$ cat src/rtl/pixclk_pkg.sv
// Shared constants for the NCO pixel-clock generator: default widths, the
// 50 MHz -> 6 MHz increment and the frame length used for the resync guard.
package pixclk_pkg;

   localparam int unsigned ACC_W_DEF     = 24;
   localparam int unsigned GUARD_W_DEF   = 24;
   localparam int unsigned INC_50M_TO_6M = 4026532;

   // (1944 active rows + 9 vertical-blank rows) x 3492 PIXCLK per row
   localparam int unsigned FRAME_ROWS      = 1944 + 9;
   localparam int unsigned ROW_PIXCLKS     = 3492;
   localparam int unsigned FRAME_PIXCLKS   = FRAME_ROWS * ROW_PIXCLKS;
   localparam int unsigned LOSS_PERIOD_DEF = 2 * FRAME_PIXCLKS;

   function automatic logic [7:0] sat_inc8(input logic [7:0] v);
      return (v == 8'hFF) ? v : v + 8'd1;
   endfunction

endpackage

$ cat src/rtl/sync_rise_detect.sv
// Two-flop synchroniser for an asynchronous level plus an edge flop; the rise
// strobe is formed only from flop outputs, so it carries no input path.
module sync_rise_detect (
   input  logic clk,
   input  logic reset,
   input  logic din,
   output logic rise
);

   logic s1;
   logic s2;
   logic s3;

   always_ff @(posedge clk) begin
      if (reset) begin
         s1 <= 1'b0;
         s2 <= 1'b0;
         s3 <= 1'b0;
      end else begin
         s1 <= din;
         s2 <= s1;
         s3 <= s2;
      end
   end

   assign rise = s2 & ~s3;

endmodule

$ cat src/rtl/pixclk_nco_resync.sv
// Fractional-NCO pixel clock with guarded phase realignment on frame-valid
// rising edges, plus early-edge reporting and lock tracking.
module pixclk_nco_resync
   import pixclk_pkg::*;
#(
   parameter int unsigned ACC_W           = ACC_W_DEF,
   parameter int unsigned GUARD_W         = GUARD_W_DEF,
   parameter int unsigned MIN_SYNC_PERIOD = FRAME_PIXCLKS,
   parameter int unsigned LOSS_PERIOD     = LOSS_PERIOD_DEF
) (
   input  logic             clk,
   input  logic             reset,
   input  logic [ACC_W-1:0] inc,
   input  logic             fv,
   input  logic             resync_en,
   output logic             pix_clk,
   output logic             pix_rise,
   output logic             pix_fall,
   output logic             realign,
   output logic             early,
   output logic [7:0]       early_count,
   output logic             locked
);

   localparam logic [GUARD_W-1:0] GUARD_MAX = '1;

   logic               fv_edge;
   logic [ACC_W-1:0]   acc;
   logic [ACC_W:0]     sum;
   logic               carry;
   logic [GUARD_W-1:0] guard;
   logic               guard_ge_min;
   logic               guard_ge_loss;
   logic               accept;
   logic               reject;

   sync_rise_detect u_fv_sync (
      .clk   (clk),
      .reset (reset),
      .din   (fv),
      .rise  (fv_edge)
   );

   assign sum   = {1'b0, acc} + {1'b0, inc};
   assign carry = sum[ACC_W];

   // Compare at 32 bits so thresholds larger than the guard range still work.
   assign guard_ge_min  = (32'(guard) >= 32'(MIN_SYNC_PERIOD));
   assign guard_ge_loss = (32'(guard) >= 32'(LOSS_PERIOD));

   assign accept = fv_edge & resync_en & guard_ge_min;
   assign reject = fv_edge & resync_en & ~guard_ge_min;

   always_ff @(posedge clk) begin
      if (reset) begin
         acc         <= '0;
         pix_clk     <= 1'b0;
         pix_rise    <= 1'b0;
         pix_fall    <= 1'b0;
         realign     <= 1'b0;
         early       <= 1'b0;
         early_count <= '0;
         locked      <= 1'b0;
         guard       <= '0;
      end else begin
         pix_rise <= 1'b0;
         pix_fall <= 1'b0;
         realign  <= 1'b0;
         early    <= 1'b0;
         if (accept) begin
            // Realignment overrides any carry landing in the same cycle.
            acc     <= '0;
            pix_clk <= 1'b0;
            guard   <= '0;
            realign <= 1'b1;
            locked  <= 1'b1;
         end else begin
            acc <= sum[ACC_W-1:0];
            if (carry) begin
               pix_clk  <= ~pix_clk;
               pix_rise <= ~pix_clk;
               pix_fall <= pix_clk;
               if (!pix_clk && (guard != GUARD_MAX)) begin
                  guard <= guard + 1'b1;
               end
            end
            if (locked && guard_ge_loss) begin
               locked <= 1'b0;
            end
            if (reject) begin
               early       <= 1'b1;
               early_count <= sat_inc8(early_count);
            end
         end
      end
   end

endmodule

$ cat config.mk
export PLATFORM = sky130hd
export DESIGN_NAME = pixclk_nco_resync
export DESIGN_NICKNAME = d
export VERILOG_FILES = /design/src/rtl/pixclk_pkg.sv /design/src/rtl/sync_rise_detect.sv /design/src/rtl/pixclk_nco_resync.sv
export SDC_FILE = /design/constraint.sdc
export NUM_CORES = 1
export LEC_CHECK = 0
export ABC_AREA = 1
export BUFFER_PORTS_ARGS = -buffer_cell sky130_fd_sc_hd__buf_4
export CAP_MARGIN = 30
export CORE_ASPECT_RATIO = 1.4
export CORE_MARGIN = 4
export CORE_UTILIZATION = 61
export DETAILED_ROUTE_END_ITERATION = 6
export PLACE_DENSITY_LB_ADDON = 0.3
export SYNTH_ARGS = -nofsm -noshare
export SYNTH_HDL_FRONTEND = slang
export SYNTH_SLANG_ARGS = --single-unit
$ cat constraint.sdc
create_clock -name clk -period 2.6 [get_ports clk]
set_clock_uncertainty 0.05 [all_clocks]
set_input_delay 0.65 -clock clk [delete_from_list [all_inputs] [get_ports clk]]
set_output_delay 0.65 -clock clk [all_outputs]
set_load 0.1 [all_outputs]
; Word-level counts from Yosys, hierarchy flattened
; Index checks and enable logic that the tools add are counted.
[op_classes]
n_mux = 4
addsub = 3
n_eq_ne = 2
bitwise_logic = 10
magnitude_cmp = 2
n_reduce_logical = 8
[op_table]
columns = operator, n
row1 = 24-bit by 24-bit adder with 25-bit output, 1
row2 = "24-bit by 1-bit adder with 24-bit output, second input constant", 1
row3 = "24-bit by 23-bit greater-or-equal comparator with 1-bit output, second input constant", 1
row4 = "24-bit greater-or-equal comparator, second input constant", 1
row5 = "24-bit inequality test, second input constant", 1
row6 = "8-bit by 1-bit adder with 8-bit output, second input constant", 1
row7 = "8-bit equality test, second input constant", 1
row8 = 1-bit inverter, 6
row9 = 1-bit bitwise AND, 4
row10 = 1-bit 2-to-1 mux, 4
row11 = 3-bit AND reduction, 1
row12 = 3-bit OR reduction, 1
row13 = 1-bit logical AND, 2
row14 = 2-bit AND reduction, 1
row15 = 2-bit nonzero test, 1
row16 = 2-bit OR reduction, 1
row17 = 1-bit zero test, 1
[totals]
wordCells = 41
out_inout_bits = 14
inputBits = 28
ff_bits = 65

; Logic depth before layout (Yosys ltp)
[depth]
depth_word = 6
mapped_depth = 13

; Cells and area by module
; Synthesis repeated with hierarchy kept, for this count alone.
[hier_totals]
hier_cells = 745
hier_area_um2 = 4694.5
[by_module_without_submodules]
columns = module, cells_each, instances, area_per_inst_um2, seq_area_each_um2
row1 = pixclk_nco_resync, 735, 1, 4608.2, 1241.2
row2 = sync_rise_detect, 10, 1, 86.3, 60.1

; Worst setup path after synthesis
; OpenSTA, ideal clock, no wires.
[synth_path]
path_kind = register to register
startpoint = reg early_count[0]
endpoint = reg early_count[5]
path_slack_ps = 245
n_path_buf = 0
t_required_ps = 2418
synth_period_minus_slack_ps = 2355
path_stages_with_launch = 11
t_arrival_ps = 2173
cell_sequence = dfxtp_1 > ha_1 > nand2_1 > inv_1 > nand3b_1 > nor2_1 > nand2_1 > nand4_2 > inv_1 > nand2_1 > a21oi_1
[synth_between]
elab_chain_cells = 3
word_cells_on_any_way = 4
cone_classes = 1 x add/sub / 1 x eq/ne / 1 x bitwise / 1 x reduce/logical
[synth_lines]
columns = element, line
row1 = from (decl), pixclk_nco_resync.sv:21  ; output logic [7:0] early_count,
row2 = from (signal assigned), pixclk_nco_resync.sv:92  ; early_count <= sat_inc8(early_count);
row3 = branches (longest 3 deep; another with 8-bit by 1-bit adder with 8-bit output), n/a
; Parallel ways; which one is timed is not known.
; A chain may end at the register's enable or synchronous reset.

; Worst setup path in the final report
[layout_path]
startpoint = in inc[15]
endpoint = reg guard[14]
[layout_between]
elab_chain_cells = 2
[layout_lines]
columns = element, line
row1 = from (decl), pixclk_nco_resync.sv:13  ; input logic [ACC_W-1:0] inc,
row2 = 24-bit by 24-bit adder with 25-bit output, pixclk_nco_resync.sv:44  ; assign sum = {1'b0, acc} + {1'b0, inc};
row3 = 2-bit AND reduction (no line), n/a
row4 = to (signal assigned), pixclk_nco_resync.sv:84  ; guard <= guard + 1'b1;
row5 = to (decl), pixclk_nco_resync.sv:31  ; logic [GUARD_W-1:0] guard;
; No other way between the ends.

==> results.md <==
* Syn. warnings at 0
* Starting Density at 63.12%
* Slew HR at 64.96%
* Metal3 WL at 595 um
* Grt ovf at 0
* I/O Buffers at 41
* Wire length on met2 at 6.317 mm
* Number of max-cap violations at 0
* Number of flops mapped to enable cells by yosys at 0
* Leak at 2.356 nW
* CTS Buffer Depth at 2
* Clock sinks at 65
* Minimum clock period at 2.205 ns
* Final core occ at 70.78%
* Post-route ant nets at 0
* Main flop type after synthesis: dfxtp_1
* CP Capture Point: guard[14]$_SDFFE_PP0P_
* Worst Path Required at 2.85 ns
* Reg2reg setup slack at 0.48 ns
* Multi-input gate area at 2997 sq um
* I/O pin cnt at 42
* Num CTS Buffers at 9
* Max Slew Vio Count at 0
* Final critical-path share of the clock period at 84.79%
* Die area at 9150 sq um
* Post-route design area at 5243 sq um
* Syn Inst Count at 731
* Synth top area cells: dfxtp_1 (28%), nand2_1 (18%), nor2_1 (9.2%)
* Status: completed
* Post-CTS Hold Fix Bufs at 0
* Distinct cells, synth at 36
* Max Used Layer: met4
* Fillers at 687
* Fmax achieved at 0.4536 GHz
* Sequential-to-total area share from yosys stat at 27.83%
* Area growth syn-to-layout at 12.12%
* Pre-CTS worst setup slack at 0.04424 ns
* Worst-path clk slew at 0.07 ns
* Clk_lat worst skew at 0.36 ns
* Setup TNS at 0 ns
* Syn Nets at 787
* CP Max Fanout at 26
* Vias/cell at 5.434
* Reg2Reg Depth at 10
* RR Endpoint: guard[14]$_SDFFE_PP0P_
* PnR worst setup slack at 0.3954 ns
* First-pass GRT wire length at 20.01 mm
* Post-synthesis average cell area at 6.396 sq um
* Largest area contributor in the netlist: dfxtp_1
* Largest net degree at the start of global routing at 27
* Via count at 4,798
* FF+latch area at 1301 sq um
* RSZ-0062 raised after global routing: no
* Crit path from: inc[15]
* Worst setup SP type: input pin
* Synth top area share at 27.83%
* DP Wirelength at 9.213 mm
* CTS tree: done
* FF-to-FF Start: acc[15]$_SDFF_PP0_
* Class of the worst hold path: register to register
* DRC Markers at 0
* WL per Instance at 13.52 um
* Setup violators final at 0
* DRT iter0 DRCs at 250
* Final nets at 837
* Fin. Hold Viols at 0
* Total detailed-routing wirelength at 11.94 mm
* #FFs+latches synth at 65
* Initial antenna violation count at 0
* Cts repair resizes at 0
* Root Buffer: clkbuf_8
* M1 wire length at 4.348 mm
* Placed Area at 5080 sq um
* Die Y at 111.6 um
* Crit end category: register
* Peak VDD IR at 517.5 uV
* Vias in the first global route at 4,796
* TritonRoute pass-1 iters at 6
* Fraction of registers with async set/reset at 0%
* Worst Max-Slew Pin Slew at 0.5200 ns
* Post-CTS Setup Bufs at 0
* Critical path class: input pin to register
* H-tree Lvls at 3
* Worst Path Arrival at 2.45 ns
* DIE WIDTH at 82.00 um
* Share of layout cells above drive strength 1 at 14.50%
* Pwr/cell area at 777.2 nW/um^2
* Mapped cell area at 4676 sq um
* Core area at 7407 sq um
* Antenna diodes at 0
* Gr usage total at 27.88%
* Row count at 37
* Routability congestion estimate at 0.9329
-- cells by family after synthesis --
logic type	Yosys count	synth area share [%]
xor+xnor	23	4.308
flops	65	27.83
buf+inv	84	8.081
simple gates	446	40.67
compound gates	85	11.45
fa+ha+maj	28	7.653
-- sequential cells by signal, indices dropped and copies added, names as in the netlist --
register and flops:
acc 24, guard 24, early_count 8, early 1, locked 1, pix_clk 1, pix_fall 1, pix_rise 1
realign 1, u_fv_sync.s1 1, u_fv_sync.s2 1, u_fv_sync.s3 1
-- layout by cell type, fill, tap and decap left out, drive strengths merged, types with 3 or more instances in the layout --
master,Yosys,layout
nor2,121,121
xor2,19,19
inv,70,70
xnor2,4,4
nand4,7,7
ha,27,27
nand2,235,235
and2,4,4
a21oi,63,63
o21ai,17,17
o21bai,4,4
nand3b,5,5
buf,13,53
or2,4,4
nor3b,3,3
nand3,57,57
clkinv,0,4
clkbuf,1,10
dfxtp,65,65
nor3,8,8
-- per-stage QoR --
| stage | cells | power (mW) | hold slack [ns] |
|---|---|---|---|
| floorplan | 731 | 2.841 | 0.3383 |
| global placement | 867 | 3.219 | 0.3449 |
| detailed placement | 867 | 3.294 | 0.3500 |
| global route | 883 | 4.391 | 0.3822 |
| finish | 883 | 4.075 | 0.3619 |
| CTS | 883 | 4.056 | 0.3625 |
-- power by group --
| group | internal [mW] | switching, mW |
|---|---|---|
| Clock | 0.339 | 0.421 |
| Combinational | 0.675 | 1.37 |
| Sequential | 1.17 | 0.0956 |
-- worst max-delay path, stage by stage --
cell     delay [ns]
buf_4          0.11
ha_1           0.36
nand2_1        0.15
nor2_1         0.17
nand2_1        0.09
nor2_1         0.10
nand2_1        0.11
nand3_4        0.11
buf_4          0.28
nand3_1        0.15
a21oi_2        0.16
-- how the worst min path moves through the flow --
stage                            startpoint                 endpoint  slack [ns]  depth (start not counted)
global placement    u_fv_sync.s1$_SDFF_PP0_  u_fv_sync.s2$_SDFF_PP0_        0.34                          2
global route        u_fv_sync.s1$_SDFF_PP0_  u_fv_sync.s2$_SDFF_PP0_        0.38                          2
CTS                 u_fv_sync.s1$_SDFF_PP0_  u_fv_sync.s2$_SDFF_PP0_        0.36                          2
floorplan           u_fv_sync.s1$_SDFF_PP0_  u_fv_sync.s2$_SDFF_PP0_        0.34                          2
finish              u_fv_sync.s1$_SDFF_PP0_  u_fv_sync.s2$_SDFF_PP0_        0.36                          2
detailed placement  u_fv_sync.s1$_SDFF_PP0_  u_fv_sync.s2$_SDFF_PP0_        0.35                          2
-- layer usage --
layer,track usage [%],vias up
met1,27.44,2145
met4,19.51,0
met2,50.30,164
met3,4.935,55
li1,-,2434
met5,0,-
-- cell usage after synthesis (all sizes together) (4+ instances only) --
master and count:
nor2 121, nand3b 5, and2 4, o21ai 17, ha 27, or2 4
xnor2 4, nand4 7, xor2 19, buf 13, dfxtp 65, a21oi 63
nor3 8, o21bai 4, nand2 235, nand3 57, inv 70
-- cell type report --
class                   count  area share, %
multi-input cells         582          57.16
inverters                  70          5.012
repair buffers             53          7.590
flip-flops and latches     65          24.82
clock inverters             6         0.6683
well taps                  97          2.315
clock buffers              10          2.434
Note: power is estimated with default switching activity, not from simulation.
